**config.mk**
```make
export PLATFORM = sky130hd
export DESIGN_NAME = bp_mac4
export DESIGN_NICKNAME = d
export VERILOG_FILES = /design/src/rtl/bp_pkg.sv /design/src/rtl/bp_mac4.sv
export SDC_FILE = /design/constraint.sdc
export NUM_CORES = 2
export LEC_CHECK = 0
export BUFFER_PORTS_ARGS = -buffer_cell sky130_fd_sc_hd__buf_2
export CORE_AREA = 2 2 295 297
export DETAILED_ROUTE_END_ITERATION = 6
export DIE_AREA = 0 0 297 299
export PLACE_DENSITY = 0.81
export SYNTH_ARGS = -nofsm -noshare
export SYNTH_HDL_FRONTEND = slang
export SYNTH_SLANG_ARGS = --single-unit
```
**constraint.sdc**
```tcl
create_clock -name vclk -period 11.2
set_input_delay 1.68 -clock vclk [all_inputs]
set_output_delay 1.68 -clock vclk [all_outputs]
set_load 0.01 [all_outputs]
```
**src/rtl/bp_pkg.sv**
```systemverilog
// Shared constants, FSM state type and Q8.8 saturation helper for back_prop.
package bp_pkg;

    localparam int unsigned DW_DEF       = 16;
    localparam int unsigned FRAC_DEF     = 8;
    localparam int unsigned LR_SHIFT_DEF = 4;
    localparam int unsigned ACC_W        = 34;

    localparam logic signed [DW_DEF-1:0] ONE = 16'sh0100;

    localparam logic signed [ACC_W-1:0] SAT_HI = ACC_W'((1 << (DW_DEF - 1)) - 1);
    localparam logic signed [ACC_W-1:0] SAT_LO = ACC_W'(-(1 << (DW_DEF - 1)));

    typedef enum logic [1:0] {
        S_IDLE = 2'd0,
        S_ERR  = 2'd1,
        S_ROW  = 2'd2,
        S_DONE = 2'd3
    } state_t;

    // Clamp a wide signed value into the DW-bit signed range.
    function automatic logic signed [DW_DEF-1:0] sat16(input logic signed [ACC_W-1:0] x);
        logic signed [DW_DEF-1:0] r;
        if (x > SAT_HI) begin
            r = DW_DEF'(SAT_HI);
        end else if (x < SAT_LO) begin
            r = DW_DEF'(SAT_LO);
        end else begin
            r = x[DW_DEF-1:0];
        end
        return r;
    endfunction

endpackage

```
**src/rtl/bp_mac4.sv**
```systemverilog
// Four signed DW x DW multipliers feeding an ACC_W-bit adder tree.
module bp_mac4
    import bp_pkg::*;
#(
    parameter int unsigned DW = DW_DEF
) (
    input  logic signed [DW-1:0]    a_1,
    input  logic signed [DW-1:0]    a_2,
    input  logic signed [DW-1:0]    a_3,
    input  logic signed [DW-1:0]    a_4,
    input  logic signed [DW-1:0]    b_1,
    input  logic signed [DW-1:0]    b_2,
    input  logic signed [DW-1:0]    b_3,
    input  logic signed [DW-1:0]    b_4,
    output logic signed [2*DW-1:0]  p1_c,
    output logic signed [2*DW-1:0]  p2_c,
    output logic signed [2*DW-1:0]  p3_c,
    output logic signed [2*DW-1:0]  p4_c,
    output logic signed [ACC_W-1:0] sum_c
);

    localparam int unsigned PW = 2 * DW;

    // Full-precision products.
    assign p1_c = PW'(a_1) * PW'(b_1);
    assign p2_c = PW'(a_2) * PW'(b_2);
    assign p3_c = PW'(a_3) * PW'(b_3);
    assign p4_c = PW'(a_4) * PW'(b_4);

    // Sign-extended sum of the four products.
    assign sum_c = ACC_W'(p1_c) + ACC_W'(p2_c) + ACC_W'(p3_c) + ACC_W'(p4_c);

endmodule

```
==> flow_summary.toml <==
[routing]
routed_wl_um = 125400
ant_nets = 0
drtPass1Iterations = 5
viasPerCell = 5.187
route.detailed.drc = 0
drt_iter0_markers = 2632
vias = 35050
wl_per_cell_um = 18.56

[synth]
synth-seq-area-share_pct = 0
synth_fp_nets = 6283
syn_avg_cell_area_um2 = 9.076
ys_types = 79
synth_warnings = 0
netlist_area_um2 = 42490
synthCells = 4681

[floorplanning]
die-area_um2 = 88800
core_um2 = 85940
die_h_um = 299
die_x_um = 297
row_count = 108
initial_core_util_pct = 49.44
io_pins = 290

[finish]
regArea_um2 = 0
final_common_cell = "inv_1"
fin_util_pct = 61.48
drive_above_1_share_pct = 25.04
multiInputGateArea_um2 = 38970
seq_cell_count = 0
antenna_cells = 0
syn_to_final_growth_pct = 24.37
clkbuf_count = 0
final_cell_mix = "inv_1 (1209), fa_1 (1089), buf_4 (730)"
nets = 7207
nFillCells = 6715

[grt]
first_global_vias = 38290
gr-usage-all-layers_pct = 28.18
antenna_found_initial = 1
overflow = 0
grt_max_degree = 17
grt_first_pass_wirelength_um = 198400

[run_status]
violations = "setup timing"
status = "finished with violations"

[timing]
finalCriticalPeriod_ns = 11.76
hold_violations = 0
relSlewSlack_pct = 55.24
max_freq_ghz = 0.08506
holdWs_ns = 3.948
finalCritPeriodShare_pct = 105.0
setup_viol = 11
rsz0062_at_grt = "yes"
setup_slack_ns = -0.5561
slew_viol_final = 0
tightest_slew_ns = 0.6666

[critical_path]
crit_arrival_ns = 10.08
cp.required_ns = 9.52
cp.buffers_inverters = 10
cp-end-kind = "primary output"
cp_common_cell = "fa_1"
slowest_stage = "fa_1"
slowest_delay_ns = 0.57
path_delay_family = "adder cells"
path_class = "input pin to primary output"
cp-start-kind = "input pin"
cp_max_fo = 6

[placed_design]
port_buffers = 290
gp_congestion = 1.001
place_ws_ns = -0.9180
dp_hpwl_um = 110000

[clock_tree]
holdBufCountCts = 0

[min_path]
min_path_type = "input pin to primary output"

[flow_run]
max-cap-violations = 0
timing repair:
item / CTS / global route
pin swaps: 131 / 179
buffers inserted: 27 / 41
setup endpoints to repair: 16 / 18
gates resized for setup: 220 / 283
through the flow:
| step | area [µm²] | setup TNS (ns) | std cells |
|---|---|---|---|
| final | 52840 | -3.769 | 6758 |
| after global routing | 52840 | -7.692 | 6758 |
| after CTS | 51380 | -2.034 | 6721 |
| after detailed placement | 50250 | -8.154 | 6694 |
| after global placement | 50250 | -6.814 | 6694 |
| after floorplan | 42540 | 0 | 4681 |
synthesized netlist by cell type, drive strengths merged, types with 5 or more instances:
cell       n  area share [%]
a211o      5            0.11
a211oi    12            0.25
a21o      71             1.3
a21oi    113             1.4
a31o       6            0.14
a31oi      5           0.074
and2     488             7.2
and3      19            0.29
clkbuf   126             1.1
fa      1113              52
ha       361              11
inv     1260              11
nand2    529             4.7
nand2b    52            0.77
nand3     24            0.28
nand4      7            0.10
nor2      90            0.80
nor2b     17            0.25
nor3      14            0.16
o211ai     7            0.12
o21a      24            0.42
o21ai     61            0.73
o21bai    20            0.36
o31ai      8            0.14
or3        5           0.074
xnor2    127             2.6
xor2      48            0.99
final timing paths:
kind,to,cells after the start,from,slack (ns)
worst max-delay path,sum_c[32],36,a_3[7],-0.56
worst min-delay path,p3_c[0],3,b_3[0],3.95
cells by family (layout without fill, tap and decap cells):
| group | Yosys count | count (layout) | synth area share (%) |
|---|---|---|---|
| buf+inv | 1392 | 2314 | 12.37 |
| mux | 3 | 3 | 0.07362 |
| xor+xnor | 175 | 175 | 3.608 |
| fa+ha+maj | 1474 | 1474 | 63.08 |
| simple gates | 1268 | 1268 | 15.00 |
| compound gates | 369 | 369 | 5.881 |
routing by layer:
| metal | wire length (µm) | global-route usage, % |
|---|---|---|
| met1 | 48640 | 37.80 |
| met2 | 58990 | 45.85 |
| met3 | 12600 | 6.230 |
| met4 | 5166 | 8.778 |
| met5 | 13 | 0 |
worst min-delay path, delay by kind of cell:
kind / cells / cell delay (ns)
AND/OR/NAND/NOR: 1 / 0.23
buffers and inverters: 2 / 0.36
area by class of cell:
cell class         instances  area share (%)
multi-input cells       3289           73.75
inverters               1263           8.974
repair buffers          1051           14.54
well taps               1155           2.735
Power is left out: the tool's default activity adds up to more than one toggle a clock period on the data nets, which glitch-free logic cannot reach.
